<file path="src/rtl/sram_fifo_pkg.sv">
// Shared constants and types for the SRAM-backed valid/ready FIFO.
// Geometry must match the attached 64x32 dual-port macro.
package sram_fifo_pkg;

    localparam int unsigned WIDTH      = 32;
    localparam int unsigned DEPTH      = 64;
    localparam int unsigned ADDR_W     = 6;
    localparam int unsigned OBUF_DEPTH = 2;

    localparam int unsigned CNT_W      = ADDR_W + 1;
    localparam int unsigned OBUF_CNT_W = $clog2(OBUF_DEPTH + 1);
    localparam int unsigned CREDIT_W   = OBUF_CNT_W + 1;

    // Macro control pins are active-low.
    localparam logic SRAM_ON  = 1'b0;
    localparam logic SRAM_OFF = 1'b1;

    typedef logic [WIDTH-1:0] word_t;

endpackage

</file>
<file path="src/rtl/sram_fifo_if.sv">
// Stream handshake bundle: upstream push side and downstream pop side.
interface sram_fifo_if;
    import sram_fifo_pkg::*;

    logic  in_valid;
    logic  in_ready;
    word_t in_data;
    logic  out_valid;
    logic  out_ready;
    word_t out_data;

    modport master (
        output in_valid, in_data, out_ready,
        input  in_ready, out_valid, out_data
    );

    modport slave (
        input  in_valid, in_data, out_ready,
        output in_ready, out_valid, out_data
    );

endinterface

</file>
<file path="src/rtl/sram_fifo_obuf.sv">
// Two-entry register FIFO that absorbs the macro's one-cycle read latency.
module sram_fifo_obuf
    import sram_fifo_pkg::*;
(
    input  logic                  clk,
    input  logic                  rst_n,
    input  logic                  push,
    input  word_t                 push_data,
    input  logic                  pop,
    output word_t                 head,
    output logic [OBUF_CNT_W-1:0] cnt
);

    word_t mem [OBUF_DEPTH];
    logic  wr_idx;
    logic  rd_idx;

    assign head = mem[rd_idx];

    always_ff @(posedge clk or negedge rst_n) begin
        if (!rst_n) begin
            for (int i = 0; i < OBUF_DEPTH; i++) begin
                mem[i] <= '0;
            end
            wr_idx <= 1'b0;
            rd_idx <= 1'b0;
            cnt    <= '0;
        end else begin
            if (push) begin
                mem[wr_idx] <= push_data;
                wr_idx      <= ~wr_idx;
            end
            if (pop) begin
                rd_idx <= ~rd_idx;
            end
            case ({push, pop})
                2'b10:   cnt <= cnt + OBUF_CNT_W'(1);
                2'b01:   cnt <= cnt - OBUF_CNT_W'(1);
                default: ;
            endcase
        end
    end

endmodule

</file>
<file path="src/rtl/sram_fifo_ctrl.sv">
// Valid/ready FIFO built on a 1W/1R SRAM macro with a 2-entry output buffer.
// Pointer, occupancy and read-credit logic live here; the buffer is a sub-block.
module sram_fifo_ctrl
    import sram_fifo_pkg::*;
(
    input  logic              clk,
    input  logic              rst_n,
    sram_fifo_if.slave        bus,
    output logic [CNT_W-1:0]  level,
    output logic [ADDR_W-1:0] sram_a1,
    output word_t             sram_i1,
    output logic              sram_csb1,
    output logic              sram_web1,
    output logic              sram_oeb1,
    output logic [ADDR_W-1:0] sram_a2,
    output word_t             sram_i2,
    output logic              sram_csb2,
    output logic              sram_oeb2,
    output logic              sram_web2,
    input  word_t             sram_o2
);

    logic [ADDR_W-1:0]     wr_ptr;
    logic [ADDR_W-1:0]     rd_ptr;
    logic [CNT_W-1:0]      sram_cnt;
    logic                  inflight;
    logic [OBUF_CNT_W-1:0] obuf_cnt;
    logic [CREDIT_W-1:0]   obuf_credit;
    logic                  push;
    logic                  pop;
    logic                  rd_go;

    assign bus.in_ready  = (sram_cnt != CNT_W'(DEPTH));
    assign bus.out_valid = (obuf_cnt != '0);
    assign level         = sram_cnt;

    // Gating push with rst_n keeps the write port quiet while reset is held.
    always_comb begin
        push        = bus.in_valid & bus.in_ready & rst_n;
        pop         = bus.out_valid & bus.out_ready;
        obuf_credit = CREDIT_W'(obuf_cnt) + CREDIT_W'(inflight) - CREDIT_W'(pop);
        rd_go       = (sram_cnt != '0) && (obuf_credit < CREDIT_W'(OBUF_DEPTH));
    end

    always_comb begin
        sram_a1   = wr_ptr;
        sram_i1   = bus.in_data;
        sram_csb1 = push ? SRAM_ON : SRAM_OFF;
        sram_web1 = push ? SRAM_ON : SRAM_OFF;
        sram_oeb1 = SRAM_OFF;
        sram_a2   = rd_ptr;
        sram_i2   = '0;
        sram_csb2 = rd_go ? SRAM_ON : SRAM_OFF;
        sram_oeb2 = rd_go ? SRAM_ON : SRAM_OFF;
        sram_web2 = SRAM_OFF;
    end

    always_ff @(posedge clk or negedge rst_n) begin
        if (!rst_n) begin
            wr_ptr   <= '0;
            rd_ptr   <= '0;
            sram_cnt <= '0;
            inflight <= 1'b0;
        end else begin
            if (push) begin
                wr_ptr <= wr_ptr + ADDR_W'(1);
            end
            if (rd_go) begin
                rd_ptr <= rd_ptr + ADDR_W'(1);
            end
            inflight <= rd_go;
            case ({push, rd_go})
                2'b10:   sram_cnt <= sram_cnt + CNT_W'(1);
                2'b01:   sram_cnt <= sram_cnt - CNT_W'(1);
                default: ;
            endcase
        end
    end

    sram_fifo_obuf u_obuf (
        .clk       (clk),
        .rst_n     (rst_n),
        .push      (inflight),
        .push_data (sram_o2),
        .pop       (pop),
        .head      (bus.out_data),
        .cnt       (obuf_cnt)
    );

endmodule

</file>
<file path="src/flat_wrapper.sv">
// flat-port wrapper written by rule: the top's interface ports become plain ports
module sram_fifo_ctrl_flat import sram_fifo_pkg::*;
  (clk, rst_n, level, sram_a1, sram_i1, sram_csb1, sram_web1, sram_oeb1, sram_a2, sram_i2, sram_csb2, sram_oeb2, sram_web2, sram_o2, bus_in_valid, bus_in_data, bus_out_ready, bus_in_ready, bus_out_valid, bus_out_data);
  sram_fifo_if bus_i ();
  input  logic clk;
  input  logic rst_n;
  output logic [CNT_W-1:0] level;
  output logic [ADDR_W-1:0] sram_a1;
  output word_t sram_i1;
  output logic sram_csb1;
  output logic sram_web1;
  output logic sram_oeb1;
  output logic [ADDR_W-1:0] sram_a2;
  output word_t sram_i2;
  output logic sram_csb2;
  output logic sram_oeb2;
  output logic sram_web2;
  input  word_t sram_o2;
  input wire logic [$bits(bus_i.in_valid)-1:0] bus_in_valid;
  input wire logic [$bits(bus_i.in_data)-1:0] bus_in_data;
  input wire logic [$bits(bus_i.out_ready)-1:0] bus_out_ready;
  output wire logic [$bits(bus_i.in_ready)-1:0] bus_in_ready;
  output wire logic [$bits(bus_i.out_valid)-1:0] bus_out_valid;
  output wire logic [$bits(bus_i.out_data)-1:0] bus_out_data;
  assign bus_i.in_valid = bus_in_valid;
  assign bus_i.in_data = bus_in_data;
  assign bus_i.out_ready = bus_out_ready;
  assign bus_in_ready = bus_i.in_ready;
  assign bus_out_valid = bus_i.out_valid;
  assign bus_out_data = bus_i.out_data;
  sram_fifo_ctrl u_core (.clk(clk), .rst_n(rst_n), .bus(bus_i), .level(level), .sram_a1(sram_a1), .sram_i1(sram_i1), .sram_csb1(sram_csb1), .sram_web1(sram_web1), .sram_oeb1(sram_oeb1), .sram_a2(sram_a2), .sram_i2(sram_i2), .sram_csb2(sram_csb2), .sram_oeb2(sram_oeb2), .sram_web2(sram_web2), .sram_o2(sram_o2));
endmodule
</file>
<file path="config.mk">
export PLATFORM = sky130hd
export DESIGN_NAME = sram_fifo_ctrl_flat
export DESIGN_NICKNAME = d
export VERILOG_FILES = /design/src/rtl/sram_fifo_pkg.sv /design/src/rtl/sram_fifo_if.sv /design/src/rtl/sram_fifo_obuf.sv /design/src/rtl/sram_fifo_ctrl.sv /design/src/flat_wrapper.sv
export SDC_FILE = /design/constraint.sdc
export NUM_CORES = 1
export LEC_CHECK = 0
export BUFFER_PORTS_ARGS = -buffer_cell sky130_fd_sc_hd__buf_2
export CAP_MARGIN = 20
export CORE_ASPECT_RATIO = 0.7
export CORE_MARGIN = 1
export CORE_UTILIZATION = 45
export DETAILED_ROUTE_END_ITERATION = 6
export PLACE_DENSITY = 0.84
export REMOVE_ABC_BUFFERS = 1
export SLEW_MARGIN = 20
export SYNTH_ARGS = -nofsm -noshare
export SYNTH_HDL_FRONTEND = slang
export SYNTH_SLANG_ARGS = --single-unit
</file>
<file path="constraint.sdc">
create_clock -name clk -period 10.3 [get_ports clk]
set_input_delay 0.515 -clock clk [delete_from_list [all_inputs] [get_ports clk]]
set_output_delay 0.515 -clock clk [all_outputs]
set_load 0.01 [all_outputs]
</file>
==> results.tsv, run 1 <==
stage	metric	value	unit
status	status	completed	
placement	hpwl	7.031	mm
power	ir_worst_vdd	150.2	µV
layout	layout-drive-gt1-share	0.5047	
placement	gp_congestion	0.8378	
sta	slew_headroom	0.3316	
sta	hold_viol	0	
sta	fin_tns_setup	0	ns
logic_synthesis	synthArstFlopShare	1.000	
sta	tightest_slew	1.000	ns
routing	wl_per_cell	17.20	µm
layout	synthToLayoutAreaGrowth	11.51	%
logic_synthesis	synth.distinct_cells	35	
power	p_total	1950	µW
layout	final_cell_area	5126	µm²
logic_synthesis	avgSynthCellArea	12.56	µm²
layout	nets	505	
routing	vias_per_cell	5.056	
cts	htreeDepth	3	
global_route	grt_pass1_vias	2864	
logic_synthesis	postSynthCellCount	366	
cts	postCtsHoldBufs	0	
setup_path	path_class	flop to flop	
setup_path	crit_path_end_kind	flop	
setup_path	max_stage_delay	0.44	ns
sta	skew	0.006153	ns
layout	n_antenna_cell	0	
floorplan	die_area	10630	µm²
power	power_density	380.3	nW/µm²
cts	clock_path_buffers	2	
flow_run	maxCapViolations	0	
global_route	grt.total_usage	0.1870	
sta	fin_ws	6.027	ns
cts	postCtsSetupRepairBufs	0	
placement	post-place-ws	6.042	ns
routing	dr.pass1.iters	4	
setup_path	start_kind	flop	
sta	fmax	234.0	MHz
cts	cts_buffers	9	
sta	fin_crit	4.273	ns
logic_synthesis	yosys_warnings	0	
global_route	grt_start_max_net_pins	51	
cts	cts_sinks	88	
power	leakage	0.002385	µW
floorplan	core_area	9797	µm²
logic_synthesis	ys_seq_area_frac	0.4790	
global_route	grt_overflow_total	0	
placement	port_buffers	92	
sta	fin_crit_sh	0.4149	
floorplan	die_h	86.56	µm
routing	vias	2821	
routing	wl	9.596	mm
setup_path	arrival	4.52	ns
sta	finalMaxSlewViolations	0	
floorplan	die_x	122.8	µm
routing	postRouteAntennaNets	0	
cts	cts_tree	built	
logic_synthesis	synth_area	4597	µm²
setup_path	slowest_stage	dfrtp_1	
routing	post-route-drc-count	0	
setup_path	crit_fanout	9	
sta	setup_violations	0	
logic_synthesis	synth-edff-count	0	
sta	rsz0062_at_grt	no	
cts	cts-root-buf	clkbuf_16	
global_route	antenna_found_initial	0	
logic_synthesis	ys.flop_type	dfrtp_1	
floorplan	pin_count	191	
cts	clkSlewWorstSetupHoldPaths	0.06	ns
setup_path	path_cells	or2_2 > and2_1 > ha_1 > nand2b_1 > fa_1 > xnor2_1 > o311ai_4 > inv_2 > ha_1 > inv_1 > fa_1 > nand2b_1 > a21o_1 > a311oi_1 > xnor2_1	
floorplan	rows	30	
cts	clk_latency	0.32	ns
floorplan	initial_core_util	0.4692	
logic_synthesis	ys_ff_latch	88	
setup_path	cp.required	10.55	ns
routing	first_iter_violations	99	
cts	cts_resized	0	
placement	postPlaceCellArea	4818	µm²
hold_path	min_path_type	input port to async pin	
global_route	grt_pass1_wl	14.77	mm
==> routing by layer <==
layer  global-route usage  share of wire
met3              0.09671           0.10
met2               0.2722           0.45
met4              0.04878         0.0066
met5              0.01923              0
met1               0.2423           0.44
==> registers in the layout, summed over array words and instances (netlist names) <==
name and cells:
u_core.u_obuf.rd_idx 1, u_core.u_obuf.wr_idx 1, u_core.sram_a1 6, u_core.inflight 1, u_core.level 7, u_core.u_obuf.cnt 2, u_core.sram_a2 6, u_core.u_obuf.mem 64
==> Yosys cell counts, types with 2 or more instances <==
cell type	n	area, µm²
dfrtp_1	88	2202
xnor2_1	13	113.9
buf_1	3	11.26
nand2_1	12	45.04
a211oi_1	5	37.54
nor3_1	2	10.01
conb_1	2	7.510
mux2_2	97	1092
buf_4	68	510.5
o21a_1	2	15.01
nor2_1	6	22.52
o211ai_1	2	15.01
fa_1	2	40.04
ha_1	10	125.1
or2_2	2	12.51
nand2b_1	4	25.02
clkbuf_1	8	30.03
nand4_1	6	37.54
inv_1	9	33.78
o21ai_0	6	30.03
xor2_1	5	43.79
==> stage by stage <==
step / utilization / hold slack, ns / std cells
after floorplan: - / 0.2194 / 319
after global placement: 0.4918 / 0.4540 / 542
after CTS: 0.5232 / 0.1615 / 558
after global routing: 0.5232 / 0.1884 / 558
final: 0.5232 / 0.1556 / 558
after detailed placement: 0.4918 / 0.4578 / 542
==> kinds of logic after synthesis <==
group / after synthesis / share of synthesized area
muxes: 97 / 0.2376
buffers and inverters: 89 / 0.1282
DFF: 88 / 0.4790
and+or+nand+nor: 38 / 0.04355
AOI/OAI and AO/OA: 22 / 0.03974
xor gates and xnor gates: 18 / 0.03429
adders and majority gates: 12 / 0.03593
other: 2 / 0.001634
==> path summary, 6_finish.rpt <==
kind | start | to | slack (ns) | cells after the start
worst max-delay path | u_core.u_obuf.cnt[1] | u_core.level[6] | 6.03 | 15
worst min-delay path | rst_n | u_core.u_obuf.mem[3] | 0.16 | 1
worst max register to register | u_core.u_obuf.cnt[1] | u_core.level[6] | 6.03 | 15
worst min register to register | u_core.sram_a2[5] | u_core.sram_a2[5] | 0.46 | 1
max in group asynchronous | rst_n | u_core.sram_a1[4] | 9.10 | 2
min in group clk | sram_o2[5] | u_core.u_obuf.mem[5] | 0.43 | 2
==> critical path: cells and delay by family, from the launching register on <==
family / cells / cell delay (ns)
flip-flops: 1 / 0.44
adder cells (fa/ha/maj): 4 / 1.49
AO/OA/AOI/OAI: 3 / 0.70
buffers and inverters: 2 / 0.27
AND/OR/NAND/NOR: 4 / 0.88
XOR/XNOR: 2 / 0.40
==> power by group <==
group | switching, µW | internal, µW | leakage, µW | total [µW]
Combinational | 472 | 496 | 0.00119 | 968
Sequential | 125 | 526 | 0.00105 | 652
Clock | 128 | 202 | 0.000149 | 330
==> placed cells by master (no fill, tap or decap), types with 4 or more instances in the layout <==
cell type and count:
xor2_1 5, nand2b_1 4, ha_1 10, o21ai_0 6, inv_1 9, clkbuf_16 9, nor2_1 5, buf_2 91
buf_4 4, conb_1 34, a211oi_1 5, nand2_1 12, xnor2_1 13, dfrtp_1 88, nand4_1 6, mux2_2 97
==> cell type report <==
| type | count | area (µm²) |
|---|---|---|
| tap | 128 | 160.2 |
| clock buffer | 12 | 256.5 |
| fill | 851 | 4671 |
| sequential | 88 | 2202 |
| multi-input combinational | 221 | 1933 |
| timing repair buffer | 95 | 485.5 |
| inverter | 10 | 37.54 |
| clock inverter | 4 | 51.30 |
Power figures use the tool's default switching activity.
==> run 2: changes to the inputs <==
clock period = 4.4 ns   (was 10.3 ns; I/O delays follow)
==> results.tsv, run 2 (same netlist as run 1, synthesis figures left out) <==
stage	metric	value	unit
status	status	finished with violations	
status	violations	hold timing	
global_route	grt_start_max_net_pins	51	
power	p_switching	1675	µW
sta	hold_viol	19	
floorplan	die_h	86.56	µm
cts	postCtsHoldBufs	0	
power	power_density	883.2	nW/µm²
routing	first_iter_violations	95	
layout	multiInputGateArea	1933	µm²
cts	cts_sinks	88	
layout	final_cell_area	5114	µm²
sta	fmax	246.9	MHz
cts	cts-root-buf	clkbuf_16	
sta	fin_crit_sh	0.9204	
sta	fin_crit	4.050	ns
setup_path	path_class	flop to flop	
cts	postCtsSetupRepairBufs	0	
layout	mostFrequentLayoutCells	mux2_2 (97), buf_2 (91), dfrtp_1 (88)	
sta	hold_ws	-0.006883	ns
setup_path	cp.required	4.61	ns
routing	vias	2792	
layout	synthToLayoutAreaGrowth	11.24	%
floorplan	die_area	10630	µm²
power	switching_share	0.3710	
placement	hpwl	6.970	mm
cts	htreeDepth	3	
layout	largest_reg_flops	64	
global_route	grt.total_usage	0.1862	
cts	cts_tree	built	
setup_path	timing.rr.start	u_core.u_obuf.cnt[1]	
power	p_seq_frac	0.337	
setup_path	r2r_end	u_core.level[6]	
routing	wl_per_cell	16.78	µm
routing	postRouteAntennaNets	0	
layout	n_antenna_cell	0	
sta	setup_violations	0	
routing	dr.pass1.iters	4	
floorplan	rows	30	
layout	nets	507	
sta	tightest_slew	1.030	ns
global_route	antenna_found_initial	0	
setup_path	rr_worst_depth	15	
flow_run	maxCapViolations	0	
setup_path	crit_fanout	8	
global_route	grt_overflow_total	0	
power	leakage	0.002383	µW
routing	post-route-drc-count	0	
power	pwr-share-comb	0.503	
sta	rsz0062_at_grt	no	
cts	cts_resized	0	
sta	slew_headroom	0.3117	
routing	wl	9.381	mm
floorplan	core_area	9797	µm²
floorplan	initial_core_util	0.4692	
power	ir_worst_vdd	338.9	µV
power	intPower	2841	µW
setup_path	reg2reg_setup_slack	0.35	ns
setup_path	start_kind	flop	
cts	clk_latency	0.33	ns
power	clkPwrFrac	0.160	
global_route	grt_pass1_vias	2862	
layout	layout-drive-gt1-share	0.5012	
sta	skew	0.004099	ns
layout	fillers	847	
sta	finalMaxSlewViolations	0	
cts	clkSlewWorstSetupHoldPaths	0.06	ns
layout	final_common_cell	mux2_2	
setup_path	crit_path_end_kind	flop	
placement	port_buffers	92	
layout	max_flop_register	u_core.u_obuf.mem	
setup_path	arrival	4.26	ns
layout	seqCellArea	2202	µm²
cts	clock_path_buffers	2	
routing	vias_per_cell	4.995	
sta	fin_tns_setup	0	ns
floorplan	die_x	122.8	µm
global_route	grt_pass1_wl	14.61	mm
hold_path	min_path_type	input port to async pin	
cts	cts_buffers	9	
floorplan	pin_count	191	
power	p_total	4516	µW
placement	gp_congestion	0.7600	
placement	postPlaceCellArea	4833	µm²
==> run 2: changes by cell type in the layout (fill, tap and decap cells not counted) <==
| cell | before | now |
|---|---|---|
| inv_6 | 1 | 0 |
| clkbuf_8 | 2 | 0 |
| clkinvlp_4 | 1 | 0 |
| clkinv_4 | 0 | 1 |
| buf_4 | 4 | 6 |
| clkbuf_1 | 1 | 3 |
==> run 2: cell type report <==
type                            count  area share
Inverter                           10    0.007340
Timing Repair Buffer               97     0.09787
Tap cell                          128     0.03132
Clock inverter                      3    0.008564
Multi-Input combinational cell    221      0.3780
Sequential cell                    88      0.4306
Clock buffer                       12     0.04624
==> run 2: power groups by stage <==
| stage | logic (µW) | clock network, µW | registers [µW] |
|---|---|---|---|
| 6_report | 2270 | 725 | 1520 |
| 5_1_grt | 2500 | 780 | 1580 |
| 4_1_cts | 2290 | 745 | 1530 |
| 3_5_place_dp | 2280 | 0 | 1540 |
| 3_3_place_gp | 2190 | 0 | 1500 |
| 2_1_floorplan | 1580 | 0 | 1510 |
==> run 2: worst max path at each step <==
stage	start	slack, ns	to
after floorplan	u_core.u_obuf.cnt[1]	0.38	u_core.level[6]
after global placement	u_core.u_obuf.cnt[1]	0.48	u_core.level[6]
after detailed placement	u_core.u_obuf.cnt[1]	0.34	u_core.level[6]
after CTS	u_core.u_obuf.cnt[1]	0.33	u_core.level[6]
after global routing	u_core.u_obuf.cnt[1]	0.1	u_core.level[6]
final	u_core.u_obuf.cnt[1]	0.35	u_core.level[6]
==> run 2: metrics by stage <==
stage | util | instances | worst slack (ns) | hold WS (ns)
finish | 0.5220 | 559 | 0.3503 | -0.006883
global route | 0.5220 | 559 | 0.09998 | 0.03298
CTS | 0.5220 | 559 | 0.3341 | 0.01098
detailed placement | 0.4934 | 544 | 0.3414 | 0.3678
global placement | 0.4934 | 544 | 0.4788 | 0.3481
floorplan | - | 319 | 0.3837 | -0.07559
==> run 2: per-layer routing <==
layer  vias up  part of all wire  global-route usage
met3        11             0.099             0.09671
met4         0            0.0070             0.04656
met1      1386              0.44              0.2401
met2       115              0.45              0.2732
met5         -                 0             0.01923
li1       1280                 -                   -
==> run 2: worst max-delay path, stage by stage, from the launching register on <==
cell and delay, ns:
dfrtp_1 0.43, or2_2 0.32, and2_1 0.18, ha_1 0.34, nand2b_1 0.17, fa_1 0.39, xnor2_1 0.17, o311ai_4 0.13
inv_2 0.13, ha_1 0.24, buf_4 0.17, ha_1 0.38, or3b_2 0.47, a211oi_1 0.18, a311oi_1 0.09, xnor2_1 0.14
==> run 3: changes to the inputs <==
BUFFER_PORTS_ARGS = not set   (was -buffer_cell sky130_fd_sc_hd__buf_2)
DONT_BUFFER_PORTS = 1   (was not set)
PLACE_DENSITY = 0.68   (was 0.84)
SYNTH_HIERARCHICAL = 1   (was not set)
==> results.tsv, run 3 <==
stage	metric	value	unit
status	status	completed	
logic_synthesis	synth.distinct_cells	42	
setup_path	max_stage_delay	0.52	ns
power	power_density	908.4	nW/µm²
placement	port_buffers	0	
sta	setup_violations	0	
power	p_total	4302	µW
logic_synthesis	synth_area	4647	µm²
placement	place_inst	447	
layout	n_antenna_cell	0	
layout	final_common_cell	mux2_2	
sta	tightest_slew	0.9859	ns
global_route	grt_pass1_wl	14.45	mm
placement	gp_congestion	0.7492	
setup_path	slowest_stage	or4_1	
sta	rsz0062_at_grt	no	
routing	wl_per_cell	20.28	µm
routing	dr.pass1.iters	4	
setup_path	timing.rr.start	u_core/u_obuf/cnt[1]	
sta	hold_ws	0.02601	ns
floorplan	die_h	87.02	µm
power	ir_worst_vdd	349.7	µV
layout	largest_reg_flops	64	
global_route	grt_start_max_net_pins	89	
logic_synthesis	synth_common_cells	mux2_2 (92), dfrtp_1 (88), buf_4 (71)	
setup_path	crit_path_end_kind	flop	
sta	hold_viol	0	
routing	first_iter_violations	114	
power	leakage	0.002054	µW
layout	layout.cells.non_filler	465	
sta	fmax	248.9	MHz
logic_synthesis	yosys_warnings	6	
hold_path	hp-start	sram_o2[4]	
sta	fin_crit	4.018	ns
floorplan	core_area	9872	µm²
routing	vias	2509	
logic_synthesis	yosys.area.top_type	dfrtp_1	
setup_path	worstSetupStartpoint	u_core/u_obuf/cnt[1]	
cts	cts_tree	built	
layout	multiInputGateArea	1956	µm²
setup_path	path_class	flop to flop	
setup_path	critical_path.most_common_cell	ha_1	
layout	mostFrequentLayoutCells	mux2_2 (92), dfrtp_1 (88), conb_1 (34)	
cts	cts-root-buf	clkbuf_16	
sta	fin_ws	0.3816	ns
setup_path	path_cells	or2_2 > and2_1 > ha_1 > nand2b_1 > fa_1 > xnor2_1 > o211a_1 > ha_1 > ha_1 > nor2b_1 > o31a_1 > or4_1 > o211ai_1	
routing	vias_per_cell	5.396	
sta	slew_headroom	0.3411	
setup_path	crit_fanout	10	
floorplan	rows	30	
layout	max_flop_register	u_core/u_obuf/mem	
placement	hpwl	6.644	mm
logic_synthesis	synth-edff-count	0	
global_route	antenna_found_initial	0	
floorplan	die_area	10740	µm²
cts	clk_latency	0.33	ns
flow_run	maxCapViolations	0	
logic_synthesis	ys_seq_area_frac	0.4739	
cts	postCtsSetupRepairBufs	0	
global_route	grt.total_usage	0.1854	
setup_path	start_kind	flop	
cts	cts_buffers	9	
sta	fin_crit_sh	0.9133	
logic_synthesis	avgSynthCellArea	12.73	µm²
global_route	grt_overflow_total	0	
layout	synthToLayoutAreaGrowth	1.912	%
hold_path	min_path_type	input port to flop	
global_route	grt_pass1_vias	2539	
sta	finalMaxSlewViolations	0	
layout	layout-drive-gt1-share	0.3591	
setup_path	arrival	4.26	ns
sta	fin_tns_setup	0	ns
logic_synthesis	yosysMostFrequentCell	mux2_2	
logic_synthesis	synth_top_area_frac	0.4739	
layout	fillers	880	
logic_synthesis	ys_top_cells_by_area	dfrtp_1 (47%), mux2_2 (22%), buf_4 (11%)	
logic_synthesis	postSynthCellCount	365	
routing	wl	9.428	mm
routing	postRouteAntennaNets	0	
cts	clock_path_buffers	2	
floorplan	die_x	123.5	µm
cts	clkSlewWorstSetupHoldPaths	0.06	ns
sta	skew	0.003616	ns
setup_path	cp.required	4.64	ns
layout	seqCellArea	2202	µm²
floorplan	pin_count	191	
placement	post-place-ws	0.4234	ns
layout	nets	412	
logic_synthesis	synthArstFlopShare	1.000	
cts	htreeDepth	3	
cts	cts_sinks	88	
routing	post-route-drc-count	0	
logic_synthesis	ys_ff_latch	88	
logic_synthesis	ys.flop_type	dfrtp_1	
floorplan	initial_core_util	0.4707	
run 3: changes by cell type after synthesis, moves of 3 or more:
cell	previous run	this run
mux2_1	0	4
buf_2	0	7
buf_1	3	0
clkbuf_1	8	2
nand2_1	12	5
nor2_1	6	3
mux2_2	97	92
buf_4	68	71
run 3: final timing paths:
kind	cells past startpoint	slack, ns	end
worst max-delay path	13	0.38	u_core/level[6]
worst min-delay path	1	0.03	u_core/u_obuf/mem[4]
worst max register to register	13	0.38	u_core/level[6]
worst min register to register	1	0.49	u_core/u_obuf/mem[53]
max in group asynchronous	2	3.55	u_core/level[4]
min in group asynchronous	2	0.44	u_core/sram_a2[0]
run 3: logic make-up (layout without fill, tap and decap cells):
| kind of cell | after synthesis | in the layout | synth area share |
|---|---|---|---|
| DFF | 88 | 88 | 0.4739 |
| muxes | 100 | 100 | 0.2434 |
| buffers and inverters | 89 | 29 | 0.1311 |
| adders and majority gates | 12 | 12 | 0.03554 |
| and+or+nand+nor | 37 | 37 | 0.04847 |
| AOI/OAI and AO/OA | 19 | 19 | 0.03204 |
| xor gates and xnor gates | 18 | 18 | 0.03393 |
| other | 2 | 34 | 0.001616 |
run 3: metal layers:
metal	routed length (µm)	global-route usage	vias to the layer above
met4	121	0.06024	2
met5	48	0.05769	-
met2	3855	0.2433	136
li1	-	-	1095
met1	4004	0.2315	1263
met3	1399	0.1315	13
run 3: where the power goes:
group          internal, µW  switching [µW]
clock                   527             296
sequential             1230             327
combinational           954             963
run 3: worst max-delay path, delay by kind of cell, from the launching register on:
family / cells / cell delay (ns)
AO/OA/AOI/OAI: 3 / 0.59
AND/OR/NAND/NOR: 5 / 1.38
adder cells (fa/ha/maj): 4 / 1.35
XOR/XNOR: 1 / 0.17
flip-flops: 1 / 0.44
run 3: metrics by stage:
| stage | util | cell area [µm²] |
|---|---|---|
| after floorplan | - | 4192 |
| after global placement | 0.4423 | 4367 |
| after detailed placement | 0.4423 | 4367 |
| after CTS | 0.4797 | 4736 |
| after global routing | 0.4797 | 4736 |
| final | 0.4797 | 4736 |
run 3: repair_timing:
action | 4_1_cts | 5_1_grt
hold buffers | 2 | 0
gates resized for setup | 0 | 0
hold endpoints to repair | 88 | 0
run 3: area by class of cell:
| class | count | share of cell area |
|---|---|---|
| clock inverter | 5 | 0.01664 |
| sequential | 88 | 0.4650 |
| clock buffer | 11 | 0.05337 |
| multi-input combinational | 220 | 0.4129 |
| tap | 128 | 0.03382 |
| timing repair buffer | 4 | 0.01110 |
| inverter | 9 | 0.007133 |
